$ cat src/rtl/sema_multi_ctrl.sv
// Round-robin traffic-light controller for N_DIR approaches
// with pedestrian walk latching and flashing-yellow night mode.
module sema_multi_ctrl #(
  parameter int N_DIR    = 2,
  parameter int CNT_W    = 8,
  parameter int T_ALLRED = 2,
  parameter int T_REDYEL = 2,
  parameter int T_GREEN  = 8,
  parameter int T_YELLOW = 3,
  parameter int T_BLINK  = 4,
  localparam int IDX_W = (N_DIR > 1) ? $clog2(N_DIR) : 1
) (
  input  logic             clk,
  input  logic             nReset,
  input  logic             en,
  input  logic             night_mode,
  input  logic [N_DIR-1:0] ped_req,
  output logic [N_DIR-1:0] red,
  output logic [N_DIR-1:0] yellow,
  output logic [N_DIR-1:0] green,
  output logic [N_DIR-1:0] ped_walk,
  output logic [IDX_W-1:0] active_dir,
  output logic [2:0]       phase
);

  typedef enum logic [2:0] {
    S_ALLRED = 3'd0,
    S_REDYEL = 3'd1,
    S_GREEN  = 3'd2,
    S_YELLOW = 3'd3,
    S_NIGHT  = 3'd4
  } state_t;

  localparam logic [CNT_W-1:0] L_ALLRED = CNT_W'(T_ALLRED - 1);
  localparam logic [CNT_W-1:0] L_REDYEL = CNT_W'(T_REDYEL - 1);
  localparam logic [CNT_W-1:0] L_GREEN  = CNT_W'(T_GREEN - 1);
  localparam logic [CNT_W-1:0] L_YELLOW = CNT_W'(T_YELLOW - 1);
  localparam logic [CNT_W-1:0] L_BLINK  = CNT_W'(T_BLINK - 1);
  localparam logic [IDX_W-1:0] L_LAST   = IDX_W'(N_DIR - 1);

  state_t           r_phase, w_phase_n;
  logic [CNT_W-1:0] r_timer, w_timer_n;
  logic [IDX_W-1:0] r_active, w_active_n;
  logic [IDX_W-1:0] r_next, w_next_n;
  logic [N_DIR-1:0] r_pending, w_pend_n;
  logic [N_DIR-1:0] r_walk, w_walk_n;
  logic             r_blink, w_blink_n;
  logic [N_DIR-1:0] r_red, w_red_n;
  logic [N_DIR-1:0] r_yel, w_yel_n;
  logic [N_DIR-1:0] r_grn, w_grn_n;
  logic             w_tz;

  assign w_tz = (r_timer == '0);

  always_comb begin
    w_phase_n  = r_phase;
    w_timer_n  = r_timer;
    w_active_n = r_active;
    w_next_n   = r_next;
    w_pend_n   = r_pending | ped_req;
    w_walk_n   = r_walk;
    w_blink_n  = r_blink;
    if (en) begin
      if (!w_tz) w_timer_n = r_timer - CNT_W'(1);
      unique case (r_phase)
        S_ALLRED: if (w_tz) begin
          if (night_mode) begin
            w_phase_n = S_NIGHT;
            w_timer_n = L_BLINK;
            w_blink_n = 1'b1;
          end else begin
            w_phase_n  = S_REDYEL;
            w_timer_n  = L_REDYEL;
            w_active_n = r_next;
          end
        end
        S_REDYEL: if (w_tz) begin
          w_phase_n = S_GREEN;
          w_timer_n = L_GREEN;
          w_walk_n  = '0;
          // a request on the entry edge itself counts as served
          w_walk_n[r_active] = r_pending[r_active] | ped_req[r_active];
          w_pend_n[r_active] = 1'b0;
        end
        S_GREEN: if (w_tz) begin
          w_phase_n = S_YELLOW;
          w_timer_n = L_YELLOW;
          w_walk_n  = '0;
        end
        S_YELLOW: if (w_tz) begin
          w_phase_n = S_ALLRED;
          w_timer_n = L_ALLRED;
          w_next_n  = (r_active == L_LAST) ? '0 : r_active + IDX_W'(1);
        end
        S_NIGHT: begin
          if (!night_mode) begin
            w_phase_n = S_ALLRED;
            w_timer_n = L_ALLRED;
          end else if (w_tz) begin
            w_timer_n = L_BLINK;
            w_blink_n = ~r_blink;
          end
        end
        default: begin
          w_phase_n = S_ALLRED;
          w_timer_n = L_ALLRED;
        end
      endcase
    end
  end

  always_comb begin
    w_red_n = '1;
    w_yel_n = '0;
    w_grn_n = '0;
    unique case (1'b1)
      (w_phase_n == S_REDYEL): w_yel_n[w_active_n] = 1'b1;
      (w_phase_n == S_GREEN): begin
        w_red_n[w_active_n] = 1'b0;
        w_grn_n[w_active_n] = 1'b1;
      end
      (w_phase_n == S_YELLOW): begin
        w_red_n[w_active_n] = 1'b0;
        w_yel_n[w_active_n] = 1'b1;
      end
      (w_phase_n == S_NIGHT): begin
        w_red_n = '0;
        w_yel_n = {N_DIR{w_blink_n}};
      end
      default: ;
    endcase
  end

  always_ff @(posedge clk or negedge nReset) begin
    if (!nReset) begin
      r_phase   <= S_ALLRED;
      r_timer   <= L_ALLRED;
      r_active  <= '0;
      r_next    <= '0;
      r_pending <= '0;
      r_walk    <= '0;
      r_blink   <= 1'b0;
      r_red     <= '1;
      r_yel     <= '0;
      r_grn     <= '0;
    end else begin
      r_phase   <= w_phase_n;
      r_timer   <= w_timer_n;
      r_active  <= w_active_n;
      r_next    <= w_next_n;
      r_pending <= w_pend_n;
      r_walk    <= w_walk_n;
      r_blink   <= w_blink_n;
      r_red     <= w_red_n;
      r_yel     <= w_yel_n;
      r_grn     <= w_grn_n;
    end
  end

  assign red        = r_red;
  assign yellow     = r_yel;
  assign green      = r_grn;
  assign ped_walk   = r_walk;
  assign active_dir = r_active;
  assign phase      = r_phase;

endmodule

$ cat config.mk
export PLATFORM = sky130hd
export DESIGN_NAME = sema_multi_ctrl
export DESIGN_NICKNAME = d
export VERILOG_FILES = /design/src/rtl/sema_multi_ctrl.sv
export SDC_FILE = /design/constraint.sdc
export NUM_CORES = 1
export LEC_CHECK = 0
export CAP_MARGIN = 40
export CELL_PAD_IN_SITES_DETAIL_PLACEMENT = 1
export CELL_PAD_IN_SITES_GLOBAL_PLACEMENT = 1
export CORE_ASPECT_RATIO = 0.8
export CORE_MARGIN = 4
export CORE_UTILIZATION = 30
export CTS_BUF_LIST = sky130_fd_sc_hd__clkbuf_16
export CTS_CLUSTER_DIAMETER = 150
export DETAILED_ROUTE_END_ITERATION = 8
export GPL_TIMING_DRIVEN = 0
export PLACE_DENSITY_LB_ADDON = 0.25
export SLEW_MARGIN = 10
export SYNTH_ARGS = -nofsm -noshare
export SYNTH_HDL_FRONTEND = slang
export SYNTH_SLANG_ARGS = --single-unit
$ cat constraint.sdc
create_clock -name clk -period 3.25 [get_ports clk]
set_input_delay 0.975 -clock clk [delete_from_list [all_inputs] [get_ports clk]]
set_output_delay 0.975 -clock clk [all_outputs]
set_load 0.005 [all_outputs]
== Word-level counts from Yosys, hierarchy flattened ==
Index checks and enable logic that the tools add are counted.

* Register bits: 24
* Output and inout port bits: 12

* $add $sub $neg: 2
* Magnitude comparators: 4
* Equal/unequal tests: 10
* Multiplexer cells: 44
* Bitwise logic cells: 7
* Reduce and logical (&&, ||, !) cells: 9

{| class="wikitable"
|+ Operators by type and width
! operator !! number
|-
| $mux 8 || 6
|-
| $pmux 8 s5 || 1
|-
| $mux 3 || 7
|-
| $mux 1 || 16
|-
| $pmux 3 s5 || 1
|-
| $mux 2 || 7
|-
| $eq 3x2->1 const B || 4
|-
| $pmux 2 s2 || 3
|-
| $logic_not 8->1 || 1
|-
| $sub 8x1->8 const B || 1
|-
| $eq 3x1->1 const B || 2
|-
| $eq 3x3->1 const B || 2
|-
| $and 2x2->2 || 2
|-
| $lt 1x2->1 const B || 2
|-
| $ne 2x2->1 const B || 2
|-
| $not 2->2 || 2
|-
| $reduce_and 4->1 || 1
|-
| $reduce_or 2->1 || 2
|-
| $logic_not 3->1 || 1
|-
| $reduce_and 3->1 || 1
|-
| $demux 1 s1 || 2
|-
| $ge 1x1->1 const B || 2
|-
| $logic_and 1x1->1 || 2
|-
| $or 2x2->2 || 1
|-
| 5 further kinds || 5
|}

== Depth between registers and ports, before layout ==
Gate-level depths: netlist of the first run.

* Word-level depth: 10
* Depth in mapped cells: 8
* Mapped depth without buffers: 7

== Worst setup path after synthesis of the first run ==
Ideal clock, no wire load.

* Path kind: input -> register
* From: input night_mode
* To: register r_red[0] (netlist: red[0])
* Setup time: 0.082 ns
* Data arrival time: 2.466 ns
* Path slack: 0.702 ns
* Cell stages on the path: 5
* Path through: or4_1 -> or4_4 -> mux2i_4 -> inv_2 -> o31a_1

* Longest elaborated chain between the ends: 10

{| class="wikitable"
|+ RTL lines
! item !! line !! text
|-
| start: declaration || 16 || <nowiki>input logic night_mode,</nowiki>
|-
| $mux 1 * || 67 || <nowiki>if (night_mode) begin</nowiki>
|-
| $mux 1 * || 66 || <nowiki>S_ALLRED: if (w_tz) begin</nowiki>
|-
| $mux 1 * || 65 || <nowiki>unique case (r_phase)</nowiki>
|-
| $mux 1 * || 63 || <nowiki>if (en) begin</nowiki>
|-
| net w_active_n || 43 || <nowiki>logic [IDX_W-1:0] r_active, w_active_n;</nowiki>
|-
| $lt 1x2->1 (implied by the code) / $ge 1x1->1 (equally long branches) || 119, 123 ||
|-
| $logic_and 1x1->1 (implied by the code) || 119, 123 ||
|-
| $mux 1 (implied by the code) || 119, 123 ||
|-
| $demux 1 s1 * || 119, 123 ||
|-
| $not 2->2 (no line) * || n/a ||
|-
| $pmux 2 s2 * || 116 || <nowiki>unique case (1'b1)</nowiki>
|-
| net w_red_n[0] || 48 || <nowiki>logic [N_DIR-1:0] r_red, w_red_n;</nowiki>
|-
| end signal: assignment || 154 || <nowiki>r_red <= w_red_n;</nowiki>
|-
| end: declaration || 48 ||
|}

Mark *: on every way through the listed nets, which the timed path passes. The rest lies on a longest branch.
A chain may end at the register's enable or synchronous reset.

== Final worst setup path of the first run ==
Same ends and word-level chain as after synthesis.

==> results of run 1 <==
## stage by stage
step	std cells	hold WS (ns)	power, mW	area (um^2)
6_report	219	0.514	0.816	1680
2_1_floorplan	140	0.472	0.486	1340
3_5_place_dp	215	0.500	0.549	1600
5_1_grt	219	0.538	0.864	1680
3_3_place_gp	214	0.488	0.536	1590
4_1_cts	219	0.519	0.825	1680
## cell type report
type | count | area share, %
flip-flops and latches | 24 | 36.0
plain buffers | 9 | 2.61
multi-input cells | 95 | 38.7
clock buffers | 3 | 4.47
clock inverters | 1 | 0.224
inverters | 12 | 2.68
well taps | 57 | 4.25
repair buffers | 18 | 11.0
## metal layers
metal,GRT usage [%],wire length [um],up-vias
li1,-,-,567
met5,0,0,-
met1,18.9,1770,610
met2,23.1,1680,18
met3,3.25,128,4
met4,4.29,44,0
## power groups by stage
stage | clock, mW | combinational [mW] | sequential, mW
after global routing | 0.293 | 0.196 | 0.374
after detailed placement | 0 | 0.176 | 0.373
after CTS | 0.280 | 0.175 | 0.369
after floorplan | 0 | 0.121 | 0.366
after global placement | 0 | 0.164 | 0.372
final | 0.274 | 0.173 | 0.368
## worst max-delay path by stage
stage / end / slack (ns)
6_report: red[0] / 0.25
5_1_grt: yellow[1] / 0.21
4_1_cts: red[0] / 0.27
3_5_place_dp: red[0] / -0.01
3_3_place_gp: red[0] / 0.02
2_1_floorplan: red[0] / 0.70
## sequential cells by signal, summed over array words and instances (netlist names)
register and cells:
active_dir 1, green 2, ped_walk 2, phase 3, r_blink 1, r_next 1
r_pending 2, r_timer 8, red 2, yellow 2
## layout by cell type (no fill, tap or decap), types with 3 or more instances in the layout
master / n
inv_1: 11
nand2_1: 5
nor2_1: 9
clkbuf_16: 3
mux2i_1: 4
nand3_1: 5
or3_1: 3
dfstp_2: 3
dfrtp_1: 21
a21oi_1: 7
a31oi_1: 3
o21ai_0: 7
nor3_1: 5
nor4_1: 7
clkbuf_1: 5
o22ai_1: 3
clkdlybuf4s50_1: 17
## kinds of logic after synthesis
| family | after synthesis | share of synthesized area [%] |
|---|---|---|
| mux | 5 | 4.66 |
| simple gates | 47 | 20.3 |
| compound gates | 41 | 21.9 |
| fa+ha+maj | 1 | 0.931 |
| flops | 24 | 45.0 |
| buf+inv | 21 | 6.61 |
| xor+xnor | 1 | 0.652 |
==> impl_metrics.json, run 1 <==
{
  "run_status": "finished clean",
  "synth_edf_count": 0,
  "ys.warnings.count": 0,
  "clkTransAtPathRegs_ns": 0.06,
  "wire_per_inst_um": 16.5,
  "dp_hpwl_um": 2780,
  "syn-num-nets": 147,
  "power.density_mw_per_mm2": 486,
  "ys_seq_area_share_pct": 45.0,
  "cpMaxStageDelayCell": "or4_1",
  "syn_avg_cell_area_um2": 9.60,
  "drcViolationCount": 0,
  "core_mm2": 0.00426,
  "cp_top_family": "simple AND/OR/NAND/NOR gates",
  "areaGrowthSynthToFinish_pct": 25.0,
  "grt-ovfl-total": 0,
  "cp_max_fo": 7,
  "final_antenna_net_count": 0,
  "antenna_found_initial": 0,
  "p_leak_nw": 0.651,
  "worstSetupEndpointType": "flip-flop",
  "die_h_um": 67.9,
  "criticalPathCategory": "in2reg",
  "yosysTopAreaCell": "dfrtp_1",
  "post_cts_buffers": 0,
  "required_ns": 3.44,
  "layout_min_cycle_time_ns": 3.00,
  "cts_sinks": 24,
  "io_pins": 18,
  "synth_cell_types": 46,
  "dr.pass1.iters": 4,
  "netlist_area_mm2": 0.00134,
  "fin_crit_sh_pct": 92.3,
  "diodes": 0,
  "path_depth": 6,
  "p_int_mw": 0.578,
  "pwr-share-clk_pct": 33.6,
  "rr_worst_depth": 7,
  "finalWirelength_um": 3620,
  "max_freq_ghz": 0.333,
  "dieWidth_um": 82.8,
  "min_path_cells": 1,
  "synth_ff_type": "dfrtp_1",
  "reg2reg_from": "r_timer[0]",
  "fin_worst_skew_ns": 0.00119,
  "row_count": 21,
  "synth_commonest_cells": "21 x dfrtp_1, 11 x inv_1, 9 x nor2_1",
  "netSwitchingFraction_pct": 29.1,
  "setup_slack_ns": 0.251,
  "final_layout_size_suffix_gt1_share_pct": 10.5,
  "synth.top_cell.area_share_pct": 39.1,
  "async_flop_share_pct": 100,
  "grt_pass1_vias": 1237,
  "viasPerCell": 5.47,
  "ys_ff_latch": 24,
  "yosysMostFrequentCell": "dfrtp_1",
  "min_path_type": "reg2reg",
  "netlist_top_cells_area": "dfrtp_1 39%, dfstp_2 5.9%, nor4_1 3.3%",
  "grt_pass1_wl_um": 6220,
  "fill_cells": 496,
  "dp_slack_ns": -0.0146,
  "cts_resized": 0,
  "slew_viol_final": 0,
  "r2r_setup_slack_ns": 0.69,
  "grt_max_degree": 14,
  "cts_tree": "done",
  "relSlewSlack_pct": 43.4,
  "vdd_drop_max_v": 0.000246,
  "cts-root-buf": "clkbuf_16",
  "num_vias": 1199,
  "synthCells": 140,
  "finalNetCount": 170,
  "p_comb_share_pct": 21.3,
  "clock_latency_ns": 0.26,
  "tns_ns": 0,
  "power_switching_mw": 0.238,
  "seq_area_um2": 604,
  "holdPathEnd": "ped_walk[0]",
  "cap_violations": 0,
  "place.port_buffers": 17,
  "hold_path_startpoint": "ped_walk[0]",
  "ctsHoldBuffers": 0,
  "drtIter0Drc": 70,
  "worstPathArrival_ns": 3.19,
  "worst-path-buf-inv": 2,
  "setup_violations": 0,
  "clk_path_buf_depth": 2,
  "grt_setup_unrepaired": "false",
  "pwr-share-seq_pct": 45.1,
  "tightestPinTransition_ns": 0.842,
  "cp_cell_sequence": "clkdlybuf4s50_1 -> or4_1 -> or4_4 -> mux2i_4 -> inv_2 -> o31a_1",
  "start_util_pct": 31.6,
  "gr-usage-all-layers_pct": 14.1,
  "startpoint_type": "primary input",
  "cts_buffers": 3,
  "post-route-util_pct": 39.4,
  "dieArea_mm2": 0.00562,
  "slowest_delay_ns": 0.60,
  "startpoint": "night_mode",
  "regToRegEndpoint": "ped_walk[1]",
  "htreeDepth": 1,
  "multi_input_area_um2": 651,
  "hold_violations": 0,
  "place_congestion": 0.757
}
Note: power is estimated with default switching activity, not from simulation.
==> run 2: changes to the inputs <==
PLACE_DENSITY = 0.7   (was unset)
PLACE_DENSITY_LB_ADDON = unset   (was 0.25)
==> impl_metrics.json, run 2 (same netlist as run 1, synthesis figures left out) <==
{
  "multi_input_area_um2": 651,
  "rr_worst_depth": 7,
  "dieArea_mm2": 0.00562,
  "cp_max_fo": 7,
  "met1_length_um": 1810,
  "grt_pass1_wl_um": 6210,
  "finalWirelength_um": 3620,
  "tns_ns": 0,
  "startpoint_type": "primary input",
  "top_layer": "met4",
  "worstSetupEndpointType": "flip-flop",
  "fill_cells": 506,
  "dieWidth_um": 82.8,
  "clkTransAtPathRegs_ns": 0.06,
  "min_path_cells": 1,
  "slew_viol_final": 0,
  "antenna_found_initial": 0,
  "gr-usage-all-layers_pct": 13.9,
  "p_leak_nw": 0.651,
  "top_register": "r_timer",
  "min_path_type": "reg2reg",
  "row_count": 21,
  "drtIter0Drc": 45,
  "layout_commonest_cell": "dfrtp_1",
  "criticalPathCategory": "in2reg",
  "dr_wl_met2_um": 1660,
  "place_congestion": 0.816,
  "grt_setup_unrepaired": "false",
  "setup_violations": 0,
  "grt_pass1_vias": 1292,
  "p_comb_share_pct": 21.6,
  "final_layout_size_suffix_gt1_share_pct": 10.5,
  "max_freq_ghz": 0.335,
  "seq_area_um2": 604,
  "areaGrowthSynthToFinish_pct": 25.0,
  "post_cts_buffers": 0,
  "cts_buffers": 3,
  "grt_max_degree": 16,
  "cts-root-buf": "clkbuf_16",
  "largest_reg_flops": 8,
  "cts_resized": 0,
  "dp_hpwl_um": 2760,
  "power_switching_mw": 0.236,
  "diodes": 0,
  "num_vias": 1179,
  "tightestPinTransition_ns": 0.785,
  "start_util_pct": 31.6,
  "die_h_um": 67.9,
  "worstPathArrival_ns": 3.17,
  "cap_violations": 0,
  "vdd_drop_max_v": 0.000210,
  "clock_latency_ns": 0.26,
  "hold_violations": 0,
  "drcViolationCount": 0,
  "viasPerCell": 5.38,
  "ctsHoldBuffers": 0,
  "netSwitchingFraction_pct": 29.0,
  "required_ns": 3.44,
  "grt-ovfl-total": 0,
  "final_antenna_net_count": 0,
  "cts_tree": "done",
  "p_int_mw": 0.578,
  "placed_cell_area_mm2": 0.00160,
  "dr.pass1.iters": 4,
  "clk_path_buf_depth": 2,
  "wl_met3_um": 92,
  "layout_min_cycle_time_ns": 2.98,
  "pwr-share-clk_pct": 32.9,
  "cts_sinks": 24,
  "final_cell_mix": "21 x dfrtp_1, 17 x clkdlybuf4s50_1, 11 x inv_1",
  "htreeDepth": 1,
  "pwr-share-seq_pct": 45.5,
  "wire_per_inst_um": 16.5,
  "power.density_mw_per_mm2": 485,
  "finalNetCount": 170,
  "core_mm2": 0.00426,
  "place.port_buffers": 17,
  "fin_area_mm2": 0.00168,
  "run_status": "finished clean",
  "relSlewSlack_pct": 47.2,
  "fin_worst_skew_ns": 0.00334,
  "fin_crit_sh_pct": 91.8,
  "finalPower_mw": 0.814,
  "io_pins": 18
}
## run 2: final timing paths
kind                                   start            to  slack (ns)
worst max-delay path              night_mode        red[0]        0.27
worst min-delay path            r_pending[0]  r_pending[0]        0.52
worst max register to register    r_timer[0]   ped_walk[0]        0.76
worst min register to register  r_pending[0]  r_pending[0]        0.52
max in group asynchronous             nReset  r_pending[1]        1.73
min in group asynchronous             nReset    r_timer[1]        1.05
## run 2: metal layers
layer	track usage (%)	vias up
met5	0	-
met4	5.31	0
met3	2.29	5
met2	22.2	16
met1	19.0	585
li1	-	573
## run 2: through the flow
stage / hold WS [ns] / std cells / setup slack (ns) / utilization [%]
after floorplan: 0.472 / 140 / 0.702 / -
after global placement: 0.487 / 214 / 0.0180 / 37.2
after detailed placement: 0.503 / 215 / 0.00233 / 37.6
after CTS: 0.517 / 219 / 0.274 / 39.4
after global routing: 0.544 / 219 / 0.170 / 39.4
final: 0.516 / 219 / 0.265 / 39.4
## run 2: critical path, stage by stage
cell             delay (ns)
clkdlybuf4s50_1        0.53
or4_1                  0.59
or4_4                  0.46
mux2i_4                0.24
inv_2                  0.09
o31a_1                 0.28
## run 2: area by class of cell
cell class / count / share of cell area, %
repair buffers: 18 / 11.0
multi-input cells: 95 / 38.7
well taps: 57 / 4.25
inverters: 12 / 2.68
flip-flops and latches: 24 / 36.0
clock inverters: 1 / 0.224
clock buffers: 3 / 4.47
plain buffers: 9 / 2.61
## run 2: power by group through the flow
stage | sequential (mW) | clock, mW | combinational [mW]
floorplan | 0.366 | 0 | 0.121
global placement | 0.372 | 0 | 0.162
detailed placement | 0.376 | 0 | 0.178
CTS | 0.370 | 0.278 | 0.178
global route | 0.376 | 0.291 | 0.200
finish | 0.370 | 0.268 | 0.176
==> run 3: changes to the inputs <==
MAX_ROUTING_LAYER = met4   (was unset)
SLEW_MARGIN = unset   (was 10)
==> impl_metrics.json, run 3 (same netlist as run 1, synthesis figures left out) <==
{
  "grt_pass1_vias": 1286,
  "run_status": "finished clean",
  "place.port_buffers": 17,
  "viasPerCell": 5.29,
  "post-route-util_pct": 39.4,
  "start_util_pct": 31.6,
  "max_freq_ghz": 0.335,
  "fin_crit_sh_pct": 91.8,
  "num_vias": 1158,
  "wire_per_inst_um": 16.6,
  "tns_ns": 0,
  "cts-root-buf": "clkbuf_16",
  "r2r_setup_slack_ns": 0.77,
  "grt_setup_unrepaired": "false",
  "startpoint_type": "primary input",
  "dieArea_mm2": 0.00562,
  "antenna_found_initial": 0,
  "cts_sinks": 24,
  "hold_violations": 0,
  "cts_buffers": 3,
  "cp_max_fo": 7,
  "tightestPinTransition_ns": 0.774,
  "final_antenna_net_count": 0,
  "fin_worst_skew_ns": 0.00304,
  "dieWidth_um": 82.8,
  "relSlewSlack_pct": 48.0,
  "gr-usage-all-layers_pct": 14.3,
  "power.density_mw_per_mm2": 486,
  "place_congestion": 0.828,
  "slew_viol_final": 0,
  "ctsHoldBuffers": 0,
  "areaGrowthSynthToFinish_pct": 25.0,
  "cp_top_family": "simple AND/OR/NAND/NOR gates",
  "drcViolationCount": 0,
  "diodes": 0,
  "final_layout_size_suffix_gt1_share_pct": 10.5,
  "worstPathArrival_ns": 3.17,
  "grt_pass1_wl_um": 6230,
  "clk_path_buf_depth": 2,
  "rr_worst_depth": 7,
  "regToRegEndpoint": "ped_walk[0]",
  "cts_tree": "done",
  "cap_violations": 0,
  "min_path_type": "reg2reg",
  "startpoint": "night_mode",
  "criticalPathCategory": "in2reg",
  "vdd_drop_max_v": 0.000212,
  "drtIter0Drc": 77,
  "io_pins": 18,
  "core_mm2": 0.00426,
  "finalNetCount": 170,
  "clkTransAtPathRegs_ns": 0.06,
  "top_register": "r_timer",
  "cp_cell_sequence": "clkdlybuf4s50_1 -> or4_1 -> or4_4 -> mux2i_4 -> inv_2 -> o31a_1",
  "dp_hpwl_um": 2760,
  "required_ns": 3.44,
  "crit_end": "red[0]",
  "post_cts_buffers": 0,
  "dr.pass1.iters": 4,
  "slowest_delay_ns": 0.59,
  "die_h_um": 67.9,
  "layout_min_cycle_time_ns": 2.98,
  "row_count": 21,
  "reg2reg_from": "r_timer[0]",
  "cpMaxStageDelayCell": "or4_1",
  "grt-ovfl-total": 0,
  "htreeDepth": 1,
  "final_cell_mix": "21 x dfrtp_1, 17 x clkdlybuf4s50_1, 11 x inv_1",
  "cts_resized": 0,
  "path_depth": 6,
  "largest_reg_flops": 8,
  "worst-path-buf-inv": 2,
  "grt_max_degree": 16,
  "setup_violations": 0,
  "fill_cells": 506,
  "finalWirelength_um": 3640,
  "clock_latency_ns": 0.26,
  "layout_commonest_cell": "dfrtp_1",
  "p_leak_nw": 0.651,
  "worstSetupEndpointType": "flip-flop"
}
==> run 3: how the worst min path moves through the flow <==
stage                             from      endpoint  slack [ns]  cells past startpoint
after floorplan           r_pending[0]  r_pending[0]        0.47                      1
after global placement     ped_walk[0]   ped_walk[0]        0.49                      1
after detailed placement  r_pending[0]  r_pending[0]        0.50                      1
after CTS                 r_pending[0]  r_pending[0]        0.52                      1
after global routing       ped_walk[1]   ped_walk[1]        0.54                      1
final                     r_pending[0]  r_pending[0]        0.52                      1
==> run 3: area by class of cell <==
class / count / area (um^2) / area share, %
plain buffers: 9 / 43.8 / 2.61
clock buffers: 3 / 75.1 / 4.47
clock inverters: 1 / 3.75 / 0.224
inverters: 12 / 45.0 / 2.68
multi-input cells: 95 / 651 / 38.7
flip-flops and latches: 24 / 604 / 36.0
well taps: 57 / 71.3 / 4.25
repair buffers: 18 / 185 / 11.0
==> run 3: where the power goes <==
part           internal (mW)  switching [mW]  total (mW)
registers              0.336          0.0351       0.371
logic                 0.0781          0.0982       0.176
clock network          0.165           0.104       0.269
total                  0.578           0.237       0.816
==> run 3: routing by layer <==
layer | vias to the layer above | wire length (um) | GRT usage [%]
li1 | 570 | - | -
met1 | 561 | 1840 | 19.4
met2 | 23 | 1640 | 22.0
met3 | 4 | 112 | 2.29
met4 | 0 | 55 | 5.31
met5 | - | 0 | -
==> run 3: per-stage QoR <==
step                total power, mW  cell area (um^2)  std cells  hold slack, ns  worst slack, ns
detailed placement            0.554              1600        215           0.503          0.00233
floorplan                     0.486              1340        140           0.472            0.702
global route                  0.867              1680        219           0.544            0.170
finish                        0.816              1680        219           0.516            0.266
global placement              0.534              1590        214           0.487           0.0180
CTS                           0.827              1680        219           0.517            0.274
==> run 3: worst register-to-register path, stage by stage (launching register included) <==
cell and delay, ns:
dfstp_2 0.37, inv_1 0.09, ha_1 0.21, or3b_1 0.34, buf_2 0.18, nor4_1 0.69, o21ai_0 0.27, o2bb2ai_1 0.19
